[src/rtl/mult_div_pkg.sv]
// Shared definitions for the multiply/divide unit.
//   MD_WIDTH   : default operand width (HI and LO are each this wide)
//   MD_ITER    : Booth / restoring iteration count at the default width
//   md_state_e : control FSM state encoding
package mult_div_pkg;

   localparam int MD_WIDTH = 32;
   localparam int MD_ITER  = 32;

   typedef enum logic [2:0] {
      IDLE,
      MULT,
      DIV,
      FIX,
      DONE
   } md_state_e;

endpackage

[src/rtl/mult_div_unit_if.sv]
// Operand / result bundle between the register file and the multiply/divide unit.
//   master : register-file side, drives operands and start pulses
//   slave  : mult_div_unit side, returns busy/done/div_zero and HI/LO
interface mult_div_unit_if
   import mult_div_pkg::*;
#(
   parameter int WIDTH = MD_WIDTH
);

   logic [WIDTH-1:0] a_in;
   logic [WIDTH-1:0] b_in;
   logic             start_mult;
   logic             start_div;
   logic             busy;
   logic             done;
   logic             div_zero;
   logic [WIDTH-1:0] hi;
   logic [WIDTH-1:0] lo;

   modport master (
      output a_in, b_in, start_mult, start_div,
      input  busy, done, div_zero, hi, lo
   );

   modport slave (
      input  a_in, b_in, start_mult, start_div,
      output busy, done, div_zero, hi, lo
   );

endinterface

[src/rtl/mdu_divider.sv]
// Restoring signed divider datapath for mult_div_unit.
// Latches operand magnitudes and sign information on load, performs one
// shift/subtract step per asserted step cycle, and presents sign-corrected
// quotient/remainder combinationally for the parent to capture.
//   clk, reset  : clock, asynchronous active-low reset
//   load        : capture a_in (dividend) and b_in (divisor)
//   step        : one restoring iteration
//   quotient    : signed quotient, truncated toward zero
//   remainder   : signed remainder, sign of the dividend
//   div_by_zero : latched divisor is zero
module mdu_divider
   import mult_div_pkg::*;
#(
   parameter int WIDTH = MD_WIDTH
) (
   input  logic             clk,
   input  logic             reset,
   input  logic             load,
   input  logic             step,
   input  logic [WIDTH-1:0] a_in,
   input  logic [WIDTH-1:0] b_in,
   output logic [WIDTH-1:0] quotient,
   output logic [WIDTH-1:0] remainder,
   output logic             div_by_zero
);

   // Magnitude needs WIDTH+1 bits so that the most negative value survives.
   function automatic logic [WIDTH:0] magnitude(input logic [WIDTH-1:0] v);
      logic [WIDTH:0] ext;
      ext = {v[WIDTH-1], v};
      return v[WIDTH-1] ? (~ext + 1'b1) : ext;
   endfunction

   logic [WIDTH:0]   divisor;
   logic [WIDTH-1:0] quo;
   logic [WIDTH-1:0] rem;
   logic             neg_q;
   logic             neg_r;
   logic [WIDTH:0]   a_mag;
   logic [WIDTH:0]   shifted;
   logic             fits;

   assign a_mag   = magnitude(a_in);
   // The dividend magnitude is shifted out of quo from the top while the
   // quotient bits are shifted in at the bottom.
   assign shifted = {rem, quo[WIDTH-1]};
   assign fits    = (shifted >= divisor);

   always_ff @(posedge clk or negedge reset) begin
      if (!reset) begin
         divisor <= '0;
         quo     <= '0;
         rem     <= '0;
         neg_q   <= 1'b0;
         neg_r   <= 1'b0;
      end else if (load) begin
         divisor <= magnitude(b_in);
         // |a| <= 2^(WIDTH-1), so it fits WIDTH bits as an unsigned value.
         quo     <= a_mag[WIDTH-1:0];
         rem     <= '0;
         neg_q   <= a_in[WIDTH-1] ^ b_in[WIDTH-1];
         neg_r   <= a_in[WIDTH-1];
      end else if (step) begin
         // Partial remainder always stays below divisor <= 2^(WIDTH-1).
         rem <= fits ? WIDTH'(shifted - divisor) : shifted[WIDTH-1:0];
         quo <= {quo[WIDTH-2:0], fits};
      end
   end

   // Most-negative / -1 yields quotient magnitude 2^(WIDTH-1), whose raw
   // bit pattern is exactly the wrapped result expected on LO.
   assign quotient    = neg_q ? (~quo + 1'b1) : quo;
   assign remainder   = neg_r ? (~rem + 1'b1) : rem;
   assign div_by_zero = (divisor == '0);

endmodule

[src/rtl/mult_div_unit.sv]
// Multicycle signed multiply/divide unit feeding the architectural HI/LO
// registers. Radix-2 Booth multiply; restoring divide in mdu_divider.
// Optional divider: define MULT_DIV_DIVIDE_EN to build the DIV/FIX path and
// div_zero; otherwise start_div is ignored and div_zero is tied low.
//   clk   : rising-edge clock
//   reset : asynchronous active-low reset
//   bus   : mult_div_unit_if.slave
//           a_in/b_in      rs/rt operands, latched on an accepted start
//           start_mult/div single-cycle requests (multiply wins if both)
//           busy           operation in progress
//           done           one-cycle pulse, HI/LO (or div_zero) valid
//           div_zero       divisor was zero, valid with done
//           hi/lo          product halves, or remainder/quotient
//
// state | meaning
// IDLE  | waiting for a start request
// MULT  | Booth iterations on {acc, mq, q_m1}
// DIV   | restoring iterations in mdu_divider
// FIX   | sign-corrected quotient/remainder ready
// DONE  | hi/lo updated, done pulse
module mult_div_unit
   import mult_div_pkg::*;
#(
   parameter int WIDTH = MD_WIDTH
) (
   input  logic           clk,
   input  logic           reset,
   mult_div_unit_if.slave bus
);

   localparam int            ITER     = (WIDTH == MD_WIDTH) ? MD_ITER : WIDTH;
   localparam int            CW       = $clog2(ITER + 1);
   localparam logic [CW-1:0] CNT_LAST = CW'(ITER);

   md_state_e        state;
   logic [CW-1:0]    cnt;
   logic             busy_q;
   logic             done_q;
   logic [WIDTH-1:0] hi_q;
   logic [WIDTH-1:0] lo_q;

   logic [WIDTH:0]   mcand;
   logic [WIDTH:0]   acc;
   logic [WIDTH:0]   booth_acc;
   logic [WIDTH-1:0] mq;
   logic             q_m1;

   always_comb begin
      booth_acc = acc;
      case ({mq[0], q_m1})
         2'b01:   booth_acc = acc + mcand;
         2'b10:   booth_acc = acc - mcand;
         default: booth_acc = acc;
      endcase
   end

`ifdef MULT_DIV_DIVIDE_EN
   logic             div_zero_q;
   logic             div_load;
   logic             div_step;
   logic             div_by_zero;
   logic [WIDTH-1:0] div_quo;
   logic [WIDTH-1:0] div_rem;

   assign div_load = (state == IDLE) && !bus.start_mult && bus.start_div;
   assign div_step = (state == DIV) && (cnt != CNT_LAST) && !div_by_zero;

   mdu_divider #(.WIDTH(WIDTH)) u_divider (
      .clk         (clk),
      .reset       (reset),
      .load        (div_load),
      .step        (div_step),
      .a_in        (bus.a_in),
      .b_in        (bus.b_in),
      .quotient    (div_quo),
      .remainder   (div_rem),
      .div_by_zero (div_by_zero)
   );

   assign bus.div_zero = div_zero_q;
`else
   logic unused_start_div;
   assign unused_start_div = bus.start_div;
   assign bus.div_zero     = 1'b0;
`endif

   always_ff @(posedge clk or negedge reset) begin
      if (!reset) begin
         state  <= IDLE;
         cnt    <= '0;
         busy_q <= 1'b0;
         done_q <= 1'b0;
         hi_q   <= '0;
         lo_q   <= '0;
         mcand  <= '0;
         acc    <= '0;
         mq     <= '0;
         q_m1   <= 1'b0;
`ifdef MULT_DIV_DIVIDE_EN
         div_zero_q <= 1'b0;
`endif
      end else begin
         done_q <= 1'b0;
`ifdef MULT_DIV_DIVIDE_EN
         div_zero_q <= 1'b0;
`endif
         case (state)
            IDLE: begin
               if (bus.start_mult) begin
                  mcand  <= {bus.a_in[WIDTH-1], bus.a_in};
                  acc    <= '0;
                  mq     <= bus.b_in;
                  q_m1   <= 1'b0;
                  cnt    <= '0;
                  busy_q <= 1'b1;
                  state  <= MULT;
               end
`ifdef MULT_DIV_DIVIDE_EN
               else if (bus.start_div) begin
                  cnt    <= '0;
                  busy_q <= 1'b1;
                  state  <= DIV;
               end
`endif
            end

            MULT: begin
               // Iterations run on E1..E(ITER); the following edge commits.
               if (cnt == CNT_LAST) begin
                  hi_q   <= acc[WIDTH-1:0];
                  lo_q   <= mq;
                  busy_q <= 1'b0;
                  done_q <= 1'b1;
                  state  <= DONE;
               end else begin
                  acc  <= {booth_acc[WIDTH], booth_acc[WIDTH:1]};
                  mq   <= {booth_acc[0], mq[WIDTH-1:1]};
                  q_m1 <= mq[0];
                  cnt  <= cnt + 1'b1;
               end
            end

`ifdef MULT_DIV_DIVIDE_EN
            DIV: begin
               if (div_by_zero) begin
                  busy_q     <= 1'b0;
                  done_q     <= 1'b1;
                  div_zero_q <= 1'b1;
                  state      <= DONE;
               end else if (cnt == CNT_LAST) begin
                  state <= FIX;
               end else begin
                  cnt <= cnt + 1'b1;
               end
            end

            FIX: begin
               hi_q   <= div_rem;
               lo_q   <= div_quo;
               busy_q <= 1'b0;
               done_q <= 1'b1;
               state  <= DONE;
            end
`endif

            DONE: begin
               state <= IDLE;
            end

            default: begin
               busy_q <= 1'b0;
               state  <= IDLE;
            end
         endcase
      end
   end

   assign bus.busy = busy_q;
   assign bus.done = done_q;
   assign bus.hi   = hi_q;
   assign bus.lo   = lo_q;

endmodule

[src/flat_wrapper.sv]
// flat-port wrapper written by rule: the top's interface ports become plain ports
module mult_div_unit_flat import mult_div_pkg::*;
#(
   parameter int WIDTH = MD_WIDTH
)
  (clk, reset, bus_a_in, bus_b_in, bus_start_mult, bus_start_div, bus_busy, bus_done, bus_div_zero, bus_hi, bus_lo);
  mult_div_unit_if #(.WIDTH(WIDTH)) bus_i ();
  input  logic clk;
  input  logic reset;
  input wire logic [$bits(bus_i.a_in)-1:0] bus_a_in;
  input wire logic [$bits(bus_i.b_in)-1:0] bus_b_in;
  input wire logic [$bits(bus_i.start_mult)-1:0] bus_start_mult;
  input wire logic [$bits(bus_i.start_div)-1:0] bus_start_div;
  output wire logic [$bits(bus_i.busy)-1:0] bus_busy;
  output wire logic [$bits(bus_i.done)-1:0] bus_done;
  output wire logic [$bits(bus_i.div_zero)-1:0] bus_div_zero;
  output wire logic [$bits(bus_i.hi)-1:0] bus_hi;
  output wire logic [$bits(bus_i.lo)-1:0] bus_lo;
  assign bus_i.a_in = bus_a_in;
  assign bus_i.b_in = bus_b_in;
  assign bus_i.start_mult = bus_start_mult;
  assign bus_i.start_div = bus_start_div;
  assign bus_busy = bus_i.busy;
  assign bus_done = bus_i.done;
  assign bus_div_zero = bus_i.div_zero;
  assign bus_hi = bus_i.hi;
  assign bus_lo = bus_i.lo;
  mult_div_unit #(.WIDTH(WIDTH)) u_core (.clk(clk), .reset(reset), .bus(bus_i));
endmodule
[config.mk]
export PLATFORM = sky130hd
export DESIGN_NAME = mult_div_unit_flat
export DESIGN_NICKNAME = d
export VERILOG_FILES = /design/src/rtl/mult_div_pkg.sv /design/src/rtl/mult_div_unit_if.sv /design/src/rtl/mdu_divider.sv /design/src/rtl/mult_div_unit.sv /design/src/flat_wrapper.sv
export SDC_FILE = /design/constraint.sdc
export NUM_CORES = 1
export LEC_CHECK = 0
export ABC_AREA = 1
export CORE_MARGIN = 1.5
export CORE_UTILIZATION = 40
export DETAILED_ROUTE_END_ITERATION = 10
export GPL_ROUTABILITY_DRIVEN = 0
export SETUP_SLACK_MARGIN = 0.4
export SLEW_MARGIN = 5
export SYNTH_ARGS = -nofsm -noshare
export SYNTH_HDL_FRONTEND = slang
export SYNTH_SLANG_ARGS = --single-unit
[constraint.sdc]
create_clock -name clk -period 2.93 [get_ports clk]
set_clock_uncertainty 0.2 [all_clocks]
set_input_delay 0.586 -clock clk [delete_from_list [all_inputs] [get_ports clk]]
set_output_delay 0.586 -clock clk [all_outputs]
set_load 0.005 [all_outputs]
Word-level counts from Yosys, hierarchy flattened
Index checks and enable logic that the tools add are counted.
{ "totals": {"reg_bits": 173, "word_cells": 50, "in_bits": 68} }
{ "op_classes": {"bitwise_logic": 1, "eq_ne": 8, "addsub": 3, "reduce_logical": 7, "n_mux": 21} }
{ "ops": {"columns": ["cell", "count"], "rows": [
  ["$pmux 33 s2", 2],
  ["$mux 33", 2],
  ["$mux 32", 2],
  ["$pmux 32 s2", 1],
  ["$add 33x33->33", 1],
  ["$sub 33x33->33", 1],
  ["$mux 6", 2],
  ["$pmux 6 s2", 1],
  ["$add 6x1->6 const B", 1],
  ["$eq 6x6->1 const B", 1],
  ["$mux 1", 6],
  ["$mux 3", 2],
  ["$pmux 3 s2", 1],
  ["$reduce_and 2->1", 3],
  ["$reduce_and 3->1", 2],
  ["$ne 2x2->1 const B", 2],
  ["$eq 3x1->1 const B", 1],
  ["$eq 3x3->1 const B", 1],
  ["$logic_not 3->1", 1],
  ["$pmux 1 s3", 1],
  ["$eq 2x1->1 const B", 1],
  ["$eq 2x2->1 const B", 1],
  ["$ne 2x1->1 const B", 1],
  ["$pmux 1 s2", 1],
  ["2 further kinds", 2]
]} }

Logic depth before layout (Yosys ltp)
Gate-level depths: netlist of the first run.
{ "depth": {"ltp_word": 4, "depth_mapped": 23, "depth_no_buf": 23} }

Worst setup path after synthesis of the first run
OpenSTA, ideal clock, no wires.
{ "synth_path": {"path_type": "register to register", "start": "register u_core.q_m1", "end": "register u_core.acc[15]", "stages_incl_launch_ff": 16, "path_slack_ns": 0.049, "t_arrival_ns": 2.558, "setup_ns": 0.123, "path_cell_list": "dfrtp_1 -> inv_1 -> ha_1 -> clkbuf_1 -> clkbuf_1 -> o21ai_0 -> fa_1 -> nand3_1 -> nand3_1 -> nand2_1 -> nand2_1 -> nand2_1 -> nand2_1 -> xor2_1 -> o21ai_0 -> nand2_1"} }
{ "synth_via": {"elab_chain_cells": 4} }
{ "synth_lines": {"columns": ["element", "line", "rtl"], "rows": [
  ["start: declaration", "mult_div_unit.sv:46", "logic q_m1;"],
  ["start signal: assignment", "mult_div_unit.sv:138", "q_m1 <= mq[0];"],
  ["$eq 2x2->1 / $eq 2x1->1 (equally long branches)", "mult_div_unit.sv:50", "case ({mq[0], q_m1})"],
  ["$pmux 33 s2 *", "mult_div_unit.sv:50", null],
  ["$mux 33 *", "mult_div_unit.sv:129", "if (cnt == CNT_LAST) begin"],
  ["$pmux 33 s2 *", "mult_div_unit.sv:107", "case (state)"],
  ["end signal: assignment", "mult_div_unit.sv:136", "acc <= {booth_acc[WIDTH], booth_acc[WIDTH:1]};"],
  ["end: declaration", "mult_div_unit.sv:43", "logic [WIDTH:0] acc;"]
]} }
Every way passes the cells marked *; elsewhere a longest branch is shown, timed or not. The select of a mux whose other input is x is not followed.
A chain may end at the register's enable or synchronous reset.

Final worst setup path of the first run
{ "layout_path": {"start": "register u_core.mcand[0]", "end": "register u_core.acc[28]"} }
{ "layout_via": {"elab_chain_cells": 4} }
{ "layout_lines": {"columns": ["element", "line", "rtl"], "rows": [
  ["start: declaration", "mult_div_unit.sv:42", "logic [WIDTH:0] mcand;"],
  ["start signal: assignment", "mult_div_unit.sv:110", "mcand <= {bus.a_in[WIDTH-1], bus.a_in};"],
  ["$sub 33x33->33 / $add 33x33->33 (equally long branches)", "mult_div_unit.sv:52, mult_div_unit.sv:51", null],
  ["$pmux 33 s2 *", "mult_div_unit.sv:50", null],
  ["$mux 33 *", "mult_div_unit.sv:129", null],
  ["$pmux 33 s2 *", "mult_div_unit.sv:107", null]
]} }
Marks and branches as above.

==> qor.csv, run 1 <==
stage;metric;value;unit
status;status;finished, violations left;
status;failed_checks;setup timing;
logic_synthesis;yosys_warnings;0;
setup_path;slowest_stage;dfrtp_1;
cells_and_area;syn2layout_area_growth;42.0;%
logic_synthesis;ys_ff_latch;171;
global_route;first_global_vias;9377;
logic_synthesis;syn_area;10400;µm²
setup_path;path_common_cell;nand2_1;
logic_synthesis;netlist.top_cell.by_area;dfrtp_1;
sta;rsz0062_at_grt;yes;
placement;hpwl;21100;µm
setup_path;max_stage_delay;0.40;ns
sta;fmax;321;MHz
logic_synthesis;syn-num-nets;1591;
pwr;p_leak;7.33;nW
sta;layout_setup_ws;-0.187;ns
logic_synthesis;postSynth.asyncResetShare;1.00;
cells_and_area;antennaDiodeCount;0;
placement;dp_slack;-0.295;ns
cells_and_area;fillers;2404;
logic_synthesis;synth_edf_count;0;
sta;hold_viol_final;0;
logic_synthesis;avgSynthCellArea;7.02;µm²
cells_and_area;drive_above_1_share;0.238;
floorplan;die_x;164;µm
setup_path;critical_path.top_delay_family;simple AND/OR/NAND/NOR gates;
clock_tree;clk-insertion-delay-late;0.45;ns
hold_path;hold_class;flop to flop;
global_route;grt_max_degree;76;
cells_and_area;finalNetCount;1833;
sta;relSlewSlack;0.522;
pwr;irDropWorstVdd;320;µV
setup_path;crit_arrival;3.26;ns
global_route;grt-ovfl-total;0;
setup_path;r2r_start;u_core.mcand[0];
setup_path;start_kind;flop;
logic_synthesis;seq_area_frac_synth;0.410;
clock_tree;clock-sinks;171;
detailed_routing;routed_via_density;4.76;
clock_tree;h-tree-depth;4;
hold_path;min_from;u_core.bus.hi[8];
setup_path;critical_path_class;flop to flop;
sta;finalCritPeriodShare;1.06;
pwr;power.density;549;nW/µm²
sta;period_needed;3.12;ns
setup_path;critPathLaunch;u_core.mcand[0];
floorplan;start_util;0.411;
clock_tree;cts_tree;built;
detailed_routing;ant_nets;0;
setup_path;path_max_fanout;4;
setup_path;critPathRequiredTime;3.08;ns
floorplan;boundaryPins;135;
clock_tree;cts_buffer_depth;2;
global_route;groute.usage.overall;0.221;
setup_path;rrSetupSlack;-0.19;ns
detailed_routing;num_vias;9849;
logic_synthesis;synth_area_leaders;dfrtp_1 (41%), nand2_1 (17%), inv_1 (9.4%), o21ai_0 (4.8%), ha_1 (4.3%);
sta;worst_slew_pin_slew;0.717;ns
floorplan;die_h;164;µm
logic_synthesis;ys_types;39;
global_route;antenna_found_initial;0;
setup_path;worstSetupEndpointType;flop;
detailed_routing;firstDrtPassIters;5;
logic_synthesis;netlist_instances;1486;
cells_and_area;fin_util;0.583;
flow_run;drv_cap;0;
logic_synthesis;netlist.area_leader.share;0.410;
floorplan;coreArea;25400;µm²
sta;maxSlewViolCount;0;
clock_tree;cts_inserted_buffers;17;
clock_tree;cts_root_buffer;clkbuf_16;
detailed_routing;drtIter0Drc;657;
clock_tree;path_clk_slew;0.08;ns
setup_path;cp_cell_sequence;inv_2 > ha_4 > nand4_1 > nor2_2 > nand2_2 > nor2_4 > nor2_2 > nor2_2 > xor2_1 > inv_1 > ha_4 > a21oi_4 > nor2_1 > nor2_1 > nand2_1 > a21oi_4 > nand2_1 > nand2_1 > nand3_1 > nand2_1 > nand2_1;
global_route;grt_pass1_wl;46600;µm
placement;portBuffers;132;
detailed_routing;drt_wl_total;29100;µm
floorplan;dieArea;27100;µm²
detailed_routing;wl_per_cell;14.1;µm
sta;setup_viol;17;
detailed_routing;drc;0;
setup_path;cp_num_buf_inv;2;
floorplan;rows;58;
sta;fin_hold_ws;0.289;ns
logic_synthesis;synth_ff_type;dfrtp_1;
[through the flow]
stage / TNS, ns / instance area, µm² / power [mW] / std cells
floorplan: 0 / 10700 / 4.26 / 1486
global placement: -2.99 / 13200 / 5.18 / 2019
detailed placement: -3.66 / 13200 / 5.23 / 2019
CTS: -1.08 / 14400 / 7.94 / 2061
global route: -6.40 / 14800 / 8.61 / 2071
finish: -1.35 / 14800 / 8.13 / 2071
[Yosys cell counts (2+ instances only)]
master    count
nor2_2        6
nand3_1      65
inv_1       262
a31oi_1       2
buf_4         2
buf_2        20
o21bai_1      3
o211ai_1     36
xor2_1       37
nand3_2       2
buf_6         3
o21ai_0     100
dfrtp_1     171
nand2_2       2
o22ai_1       4
xnor2_1       4
nand2_1     481
ha_1         36
nor3_1       12
and2_1        2
clkinv_1      2
inv_2         2
nand3b_1      2
nand4_1       6
o21ai_1      62
a21oi_1      52
nor2_1       75
clkbuf_1     22
buf_1         3
[logic make-up after synthesis]
| group | after synthesis | synth area share |
|---|---|---|
| xor+xnor | 41 | 0.0344 |
| simple gates | 658 | 0.254 |
| flops | 171 | 0.410 |
| buf+inv | 317 | 0.119 |
| other cells | 1 | 0.000360 |
| compound gates | 261 | 0.136 |
| fa+ha+maj | 37 | 0.0451 |
[what timing repair did]
action | 4_1_cts | 5_1_grt
setup endpoints to repair | 31 | 30
hold buffers | 1 | 0
resized for setup | 149 | 89
pin swaps | 62 | 63
endpoints found under the hold margin | 55 | 0
buffers inserted | 9 | 10
[area by class of cell]
| class | count | area (µm²) | share of cell area |
|---|---|---|---|
| clock buffers | 17 | 425 | 0.0287 |
| clock inverters | 15 | 190 | 0.0128 |
| inverters | 266 | 1010 | 0.0683 |
| multi-input cells | 998 | 6000 | 0.405 |
| flip-flops and latches | 171 | 4280 | 0.289 |
| well taps | 330 | 413 | 0.0279 |
| repair buffers | 274 | 2490 | 0.168 |
[worst min-delay path, cell delays in order (launching register included)]
cell	delay [ns]
dfrtp_1	0.35
nand2_1	0.05
o21ai_1	0.06
[final timing paths]
| path | to | cells after the start |
|---|---|---|
| worst max-delay path | u_core.acc[28] | 21 |
| worst min-delay path | u_core.bus.hi[8] | 2 |
| worst max register to register | u_core.acc[28] | 21 |
| worst min register to register | u_core.bus.hi[8] | 2 |
| max in group asynchronous | u_core.cnt[1] | 3 |
| min in group asynchronous | u_core.mq[29] | 2 |
[report_power, final]
| group | total (mW) | internal (mW) | switching (mW) | leakage (nW) |
|---|---|---|---|---|
| Sequential | 2.65 | 2.53 | 0.117 | 2.06 |
| Clock | 2.36 | 1.17 | 1.19 | 0.294 |
| Combinational | 3.12 | 1.34 | 1.78 | 4.97 |
| Total | 8.13 | 5.04 | 3.09 | 7.33 |
[layout by cell type, fill, tap and decap left out, types with 5 or more instances in the layout]
| cell type | Yosys | final |
|---|---|---|
| clkbuf_16 | 0 | 17 |
| nand3_2 | 2 | 12 |
| xor2_1 | 37 | 29 |
| ha_1 | 36 | 10 |
| a21oi_1 | 52 | 34 |
| ha_4 | 0 | 25 |
| buf_4 | 2 | 131 |
| buf_12 | 0 | 7 |
| inv_2 | 2 | 26 |
| dfrtp_1 | 171 | 171 |
| nand3_1 | 65 | 54 |
| inv_1 | 262 | 235 |
| nor2_2 | 6 | 23 |
| nand4_1 | 6 | 6 |
| nor2_1 | 75 | 41 |
| o21ai_1 | 62 | 72 |
| nand2_4 | 1 | 18 |
| nor2_4 | 1 | 18 |
| o21ai_0 | 100 | 88 |
| clkdlybuf4s50_1 | 0 | 131 |
| xor2_2 | 0 | 7 |
| a21oi_2 | 1 | 15 |
| nand2_1 | 481 | 392 |
| nor3_1 | 12 | 6 |
| nor3_2 | 1 | 6 |
| clkinv_8 | 0 | 5 |
| nand2_2 | 2 | 74 |
| o211ai_1 | 36 | 36 |
[routing by layer]
| metal | GRT usage | vias to the layer above | wire, µm |
|---|---|---|---|
| met3 | 0.0279 | 36 | 1280 |
| met5 | 0 | - | 0 |
| met2 | 0.349 | 220 | 13100 |
| met1 | 0.316 | 4477 | 14300 |
| met4 | 0.0659 | 0 | 514 |
| li1 | - | 5116 | - |
[flip-flops by register name, indices dropped and copies added (netlist names)]
signal	flops
u_core.bus.busy	1
u_core.q_m1	1
u_core.bus.done	1
u_core.state	2
u_core.mcand	32
u_core.acc	32
u_core.mq	32
u_core.bus.lo	32
u_core.cnt	6
u_core.bus.hi	32
Note: power is estimated with default switching activity, not from simulation.
==> run 2: changes to the inputs <==
- PLACE_DENSITY: default -> 0.72
- clock period: 2.93 -> 3.3 ns (I/O delays scaled with it)
==> run 2 against run 1 <==
Net effect: critical path type unchanged; first-iteration DRC count up 56%; critical path depth unchanged; highest routed layer unchanged; final area down 6.7%; critical endpoint is now u_core.acc[30]; largest cell class unchanged; hold slack worse by 0.30 ns; the run ends with hold timing left; largest power group unchanged.
==> qor.csv, run 2 (same netlist as run 1, synthesis figures left out) <==
stage;metric;value;unit;change
sta;period_needed;3.22;ns;+0.106 ns
sta;rsz0062_at_grt;yes;;
hold_path;hold_class;input pin to asynchronous set/reset pin;;
floorplan;rows;58;;unchanged
setup_path;worstSetupEndpointType;flop;;
sta;hold_viol_final;6;;+6
sta;maxSlewViolCount;0;;unchanged
setup_path;critPathRequiredTime;3.44;ns;+0.36 ns
clock_tree;cts_root_buffer;clkbuf_16;;
setup_path;critPathLaunch;u_core.mcand[1];;
setup_path;critical_path.top_delay_family;simple AND/OR/NAND/NOR gates;;
clock_tree;clock-sinks;171;;unchanged
clock_tree;cts_inserted_buffers;17;;unchanged
cells_and_area;finalNetCount;1737;;-5.2%
pwr;comb_power_share;0.352;;-0.032
cells_and_area;antennaDiodeCount;0;;unchanged
setup_path;max_stage_delay;0.39;ns;about the same
pwr;power.density;498;nW/µm²;-9.2%
clock_tree;cts_buffer_depth;2;;unchanged
detailed_routing;wl_per_cell;14.6;µm;+3.8%
pwr;switching_share;0.382;;+0.00230
pwr;p_clk_frac;0.305;;+0.015
cells_and_area;mostFrequentLayoutCells;nand2_1 (422), inv_1 (250), dfrtp_1 (171), clkdlybuf4s50_1 (131), o21ai_0 (93);;
detailed_routing;num_vias;10100;;+2.8%
floorplan;die_x;164;µm;unchanged
global_route;grt-ovfl-total;0;;unchanged
clock_tree;h-tree-depth;4;;unchanged
setup_path;path_common_cell;nand2_1;;
status;failed_checks;hold timing;;
pwr;p_leak;6.83;nW;-6.8%
sta;relSlewSlack;0.579;;+0.0570
pwr;sequentialPowerShare;0.343;;+0.017
detailed_routing;ant_nets;0;;unchanged
setup_path;cp_num_buf_inv;1;;-1
global_route;first_global_vias;9321;;-0.60%
setup_path;critical_path_class;flop to flop;;
cells_and_area;regArea;4280;µm²;unchanged
cells_and_area;multi_input_area;5780;µm²;-3.7%
clock_tree;clk-insertion-delay-late;0.44;ns;about the same
status;status;finished, violations left;;
cells_and_area;final_common_cell;nand2_1;;
setup_path;r2r_start;u_core.mcand[1];;
global_route;groute.usage.overall;0.211;;-0.0102
cells_and_area;fin_cells;1975;;-4.6%
setup_path;path_max_fanout;4;;unchanged
floorplan;dieArea;27100;µm²;unchanged
setup_path;slowest_stage;dfrtp_1;;
detailed_routing;drtIter0Drc;1022;;+56%
detailed_routing;firstDrtPassIters;6;;+1
global_route;grt_max_degree;99;;+30%
clock_tree;cts_tree;built;;
detailed_routing;drc;0;;unchanged
sta;fmax;310;MHz;-3.3%
setup_path;start_kind;flop;;
placement;portBuffers;132;;unchanged
sta;worst_slew_pin_slew;0.631;ns;-0.0862 ns
floorplan;boundaryPins;135;;unchanged
sta;setup_tns;0;ns;+1.35 ns
sta;finalCritPeriodShare;0.977;;-0.0872
cells_and_area;drive_above_1_share;0.156;;-0.0821
floorplan;die_h;164;µm;unchanged
placement;dp_slack;-0.0130;ns;+0.282 ns
floorplan;start_util;0.411;;unchanged
pwr;irDropWorstVdd;324;µV;+1.5%
cells_and_area;fin_util;0.544;;-0.0389
sta;layout_setup_ws;0.0771;ns;+0.264 ns
placement;placedCellCount;1918;;-5.0%
clock_tree;path_clk_slew;0.08;ns;about the same
setup_path;crit_arrival;3.36;ns;+0.10 ns
sta;fin_hold_ws;-0.00678;ns;-0.296 ns
flow_run;drv_cap;0;;unchanged
cells_and_area;fillers;2246;;-6.6%
global_route;antenna_found_initial;0;;unchanged
detailed_routing;routed_via_density;5.13;;+7.8%
pwr;p_sw;2.63;mW;-15%
placement;hpwl;19700;µm;-6.5%
detailed_routing;drt_wl_total;28900;µm;-0.98%
pwr;internal_power;4.25;mW;-16%
setup_path;cp_cell_sequence;inv_2 > ha_4 > nand4_1 > nor2_1 > nand2_2 > nor2_4 > nand2_2 > nand2_4 > nand2_2 > xor2_1 > ha_1 > nand2_1 > nand2_2 > a21oi_2 > nand2_1 > a21oi_2 > nand2_1 > nand2_1 > nand3_1 > nand2_1 > nand2_1;;
cells_and_area;syn2layout_area_growth;32.5;%;
floorplan;coreArea;25400;µm²;unchanged
global_route;grt_pass1_wl;45100;µm;-3.3%
sta;setup_viol;0;;-17
run 2: cell count changes in the layout (fill, tap and decap cells not counted), moves of 4 or more:
cell / before / now
buf_4: 131 / 39
nor2_4: 18 / 14
nand3_1: 54 / 59
nand2_2: 74 / 49
o21ai_1: 72 / 67
inv_1: 235 / 250
nand2_1: 392 / 422
nor2_2: 23 / 19
buf_12: 7 / 3
inv_2: 26 / 13
nand2_4: 18 / 13
nor2_1: 41 / 49
nand3_2: 12 / 6
o21ai_0: 88 / 93
run 2: final timing paths:
kind | to | slack [ns] | cells after the start
hold / removal | u_core.bus.hi[29] | -0.007 | 1
hold reg to reg | u_core.bus.lo[7] | 0.29 | 2
min in group clk | u_core.bus.lo[7] | 0.29 | 2
setup / recovery | u_core.acc[30] | 0.08 | 21
max in group asynchronous | u_core.mq[9] | 2.14 | 2
setup reg to reg | u_core.acc[30] | 0.08 | 21
run 2: layout make-up:
class | instances | area share
Clock buffer | 17 | 0.0308
Timing Repair Buffer | 178 | 0.124
Tap cell | 330 | 0.0299
Sequential cell | 171 | 0.310
Inverter | 266 | 0.0724
Multi-Input combinational cell | 998 | 0.418
Clock inverter | 15 | 0.0149
run 2: timing repair:
action | CTS | global route
endpoints found under the setup margin | 25 | 26
pin swaps | 34 | 53
hold buffers | 0 | 0
resized for setup | 112 | 101
buffers inserted | 15 | 10
gates cloned | 0 | 0
run 2: per-layer routing:
layer | vias to the layer above | wire length (µm) | global-route usage
li1 | 4937 | - | -
met1 | 4714 | 12700 | 0.288
met3 | 62 | 2170 | 0.0374
met2 | 412 | 13300 | 0.336
met4 | 0 | 639 | 0.0729
met5 | - | 0 | 0
run 2: worst register-to-register path, stage by stage (launching register included):
cell and delay (ns):
dfrtp_1 0.39, inv_2 0.10, ha_4 0.15, nand4_1 0.13
nor2_1 0.16, nand2_2 0.10, nor2_4 0.17, nand2_2 0.10
nand2_4 0.12, nand2_2 0.06, xor2_1 0.15, ha_1 0.35
nand2_1 0.11, nand2_2 0.08, a21oi_2 0.15, nand2_1 0.08
a21oi_2 0.15, nand2_1 0.08, nand2_1 0.07, nand3_1 0.10
nand2_1 0.08, nand2_1 0.05
run 2: stage by stage:
step,total power [mW],instance area (µm²)
3_3_place_gp,4.21,12100
5_1_grt,7.27,13800
4_1_cts,6.63,13300
2_1_floorplan,3.66,10400
3_5_place_dp,4.25,12100
6_report,6.88,13800
run 2: power by group through the flow:
stage                     Sequential, mW  Clock (mW)  Combinational, mW
after detailed placement            2.38           0               1.87
after CTS                           2.35        2.14               2.14
after global placement              2.38           0               1.83
after floorplan                     2.36           0               1.30
after global routing                2.37        2.23               2.66
final                               2.36        2.10               2.42
==> run 3: changes to the inputs <==
- GPL_TIMING_DRIVEN: default -> 0
==> run 3 against run 2 <==
Net effect: the flow finishes with violations (setup timing); via count increased by 4.7%; final area grew 4.7%; worst setup slack got worse by 0.11 ns; critical path depth is 3 lower; cell count increased by 2.2%; hold slack better by 0.30 ns; largest power group unchanged; highest routed layer unchanged.
==> qor.csv, run 3 (same netlist as run 1, synthesis figures left out) <==
stage;metric;value;unit;change
status;status;finished, violations left;;
status;failed_checks;setup timing;;
placement;dp_slack;-0.487;ns;-0.474 ns
global_route;first_global_vias;9746;;+4.6%
pwr;p_leak;7.02;nW;+2.9%
detailed_routing;wl_per_cell;16.1;µm;+11%
clock_tree;cts_inserted_buffers;17;;unchanged
clock_tree;cts_root_buffer;clkbuf_16;;
setup_path;max_stage_delay;0.40;ns;about the same
cells_and_area;syn2layout_area_growth;38.8;%;
floorplan;die_x;164;µm;unchanged
pwr;power.density;499;nW/µm²;+0.13%
pwr;switching_share;0.396;;+0.0139
setup_path;crit_arrival;3.47;ns;+0.11 ns
pwr;internal_power;4.36;mW;+2.5%
detailed_routing;firstDrtPassIters;7;;+1
hold_path;hold_class;flop to flop;;
global_route;grt_pass1_wl;48700;µm;+8.1%
flow_run;drv_cap;0;;unchanged
setup_path;path_max_fanout;4;;unchanged
cells_and_area;final_common_cell;nand2_1;;
cells_and_area;fin_area;14500;µm²;+4.7%
sta;relSlewSlack;0.538;;-0.0410
setup_path;cp_cell_sequence;inv_1 > nand2_1 > nor3_1 > nand3_1 > nor3_1 > xor2_1 > o21ai_0 > ha_1 > nand2_1 > inv_1 > a21oi_2 > nand2_2 > a21oi_4 > nand2_1 > nand2_1 > nand3_1 > nand2_1 > nand2_1;;
global_route;groute.usage.overall;0.229;;+0.0182
cells_and_area;regArea;4280;µm²;about the same
setup_path;critical_path.top_delay_family;simple AND/OR/NAND/NOR gates;;
detailed_routing;drt_wl_total;32600;µm;+13%
sta;period_needed;3.33;ns;+0.106 ns
placement;postPlaceCellArea;12200;µm²;+0.68%
sta;finalCritPeriodShare;1.01;;+0.0322
clock_tree;cts_buffer_depth;2;;unchanged
pwr;comb_power_share;0.379;;+0.027
placement;hpwl;22100;µm;+12%
sta;layout_setup_ws;-0.0290;ns;-0.106 ns
detailed_routing;routed_via_density;5.25;;+2.5%
floorplan;rows;58;;unchanged
pwr;sequentialPowerShare;0.328;;-0.015
pwr;irDropWorstVdd;491;µV;+51%
global_route;grt_max_degree;120;;+21%
detailed_routing;num_vias;10600;;+4.7%
pwr;p_sw;2.86;mW;+8.7%
detailed_routing;ant_nets;0;;unchanged
placement;placedCellCount;1949;;+1.6%
setup_path;start_kind;flop;;
setup_path;cp_num_buf_inv;2;;+1
cells_and_area;multi_input_area;6170;µm²;+6.7%
setup_path;path_common_cell;nand2_1;;
clock_tree;clk-insertion-delay-late;0.45;ns;about the same
cells_and_area;drive_above_1_share;0.213;;+0.0564
placement;portBuffers;132;;unchanged
global_route;antenna_found_initial;0;;unchanged
detailed_routing;drc;0;;unchanged
cells_and_area;antennaDiodeCount;0;;unchanged
setup_path;critPathRequiredTime;3.44;ns;about the same
sta;worst_slew_pin_slew;0.693;ns;+0.0622 ns
sta;hold_viol_final;0;;-6
setup_path;critical_path_class;flop to flop;;
floorplan;boundaryPins;135;;unchanged
setup_path;slowest_stage;dfrtp_1;;
sta;rsz0062_at_grt;yes;;
clock_tree;path_clk_slew;0.08;ns;about the same
clock_tree;cts_tree;built;;
cells_and_area;mostFrequentLayoutCells;nand2_1 (381), inv_1 (234), dfrtp_1 (170), clkdlybuf4s50_1 (131), o21ai_1 (82);;
detailed_routing;drtIter0Drc;956;;-6.5%
clock_tree;h-tree-depth;4;;unchanged
cells_and_area;finalNetCount;1780;;+2.5%
sta;fmax;300;MHz;-3.2%
cells_and_area;fin_cells;2018;;+2.2%
sta;maxSlewViolCount;0;;unchanged
clock_tree;clock-sinks;171;;unchanged
pwr;p_clk_frac;0.293;;-0.012
global_route;grt-ovfl-total;0;;unchanged
floorplan;die_h;164;µm;unchanged
floorplan;dieArea;27100;µm²;unchanged
cells_and_area;fillers;2161;;-3.8%
floorplan;start_util;0.411;;unchanged
floorplan;coreArea;25400;µm²;unchanged
setup_path;worstSetupEndpointType;flop;;
sta;setup_viol;1;;+1
[run 3: cell count changes in the layout (fill, tap and decap cells not counted), moves of 8 or more]
cell	before	now
buf_4	39	28
nand3_1	59	51
buf_6	5	13
o21ai_0	93	75
o21ai_1	67	82
buf_2	0	19
nand2_2	49	77
inv_2	13	27
nand2_1	422	381
clkbuf_1	0	19
nand2_4	13	25
inv_1	250	234
[run 3: power groups by stage]
stage	clock (mW)	sequential [mW]	combinational, mW
4_1_cts	2.14	2.35	2.21
2_1_floorplan	0	2.36	1.30
5_1_grt	2.22	2.38	2.96
3_5_place_dp	0	2.38	1.89
3_3_place_gp	0	2.38	1.85
6_report	2.12	2.37	2.74
[run 3: layer usage]
metal / vias to the layer above / global-route usage / routed length (µm)
li1: 5035 / - / -
met4: 0 / 0.0803 / 1110
met3: 94 / 0.0326 / 2320
met5: - / 0 / 0
met1: 4992 / 0.315 / 14000
met2: 480 / 0.368 / 15100
[run 3: metrics by stage]
step | setup TNS (ns) | hold WS, ns | power [mW] | util
2_1_floorplan | 0 | 0.164 | 3.66 | -
3_3_place_gp | -958.50 | 0.266 | 4.23 | 0.479
3_5_place_dp | -6.79 | 0.275 | 4.28 | 0.480
4_1_cts | 0 | 0.296 | 6.70 | 0.536
5_1_grt | -1.02 | 0.313 | 7.56 | 0.570
6_report | -0.0290 | 0.291 | 7.22 | 0.570
[run 3: timing repair]
action | CTS | global route
hold endpoints to repair | 52 | 0
setup buffers | 24 | 12
resized for setup | 142 | 222
pin swaps | 43 | 87
setup endpoints to repair | 32 | 28
hold buffers | 1 | 0
[run 3: area by class of cell]
cell class / count / share of cell area
inverters: 266 / 0.0700
plain buffers: 51 / 0.0201
well taps: 330 / 0.0285
clock buffers: 17 / 0.0294
repair buffers: 170 / 0.116
clock inverters: 15 / 0.0139
multi-input cells: 998 / 0.426
flip-flops and latches: 171 / 0.296
[run 3: worst paths after layout]
| kind | cells past startpoint | slack, ns | from | to |
|---|---|---|---|---|
| worst max register to register | 18 | -0.03 | u_core.mcand[9] | u_core.acc[30] |
| min in group asynchronous | 2 | 0.52 | reset | u_core.bus.hi[25] |
| worst min register to register | 2 | 0.29 | u_core.bus.hi[28] | u_core.bus.hi[28] |
| max in group asynchronous | 3 | 1.41 | reset | u_core.cnt[1] |
| worst max-delay path | 18 | -0.03 | u_core.mcand[9] | u_core.acc[30] |
| worst min-delay path | 2 | 0.29 | u_core.bus.hi[28] | u_core.bus.hi[28] |
[run 3: worst reg2reg max path, stage by stage, from the launching register on]
cell and delay [ns]:
dfrtp_1 0.40, inv_1 0.13, nand2_1 0.09, nor3_1 0.33
nand3_1 0.23, nor3_1 0.34, xor2_1 0.10, o21ai_0 0.20
ha_1 0.30, nand2_1 0.13, inv_1 0.07, a21oi_2 0.15
nand2_2 0.08, a21oi_4 0.13, nand2_1 0.07, nand2_1 0.06
nand3_1 0.06, nand2_1 0.09, nand2_1 0.06
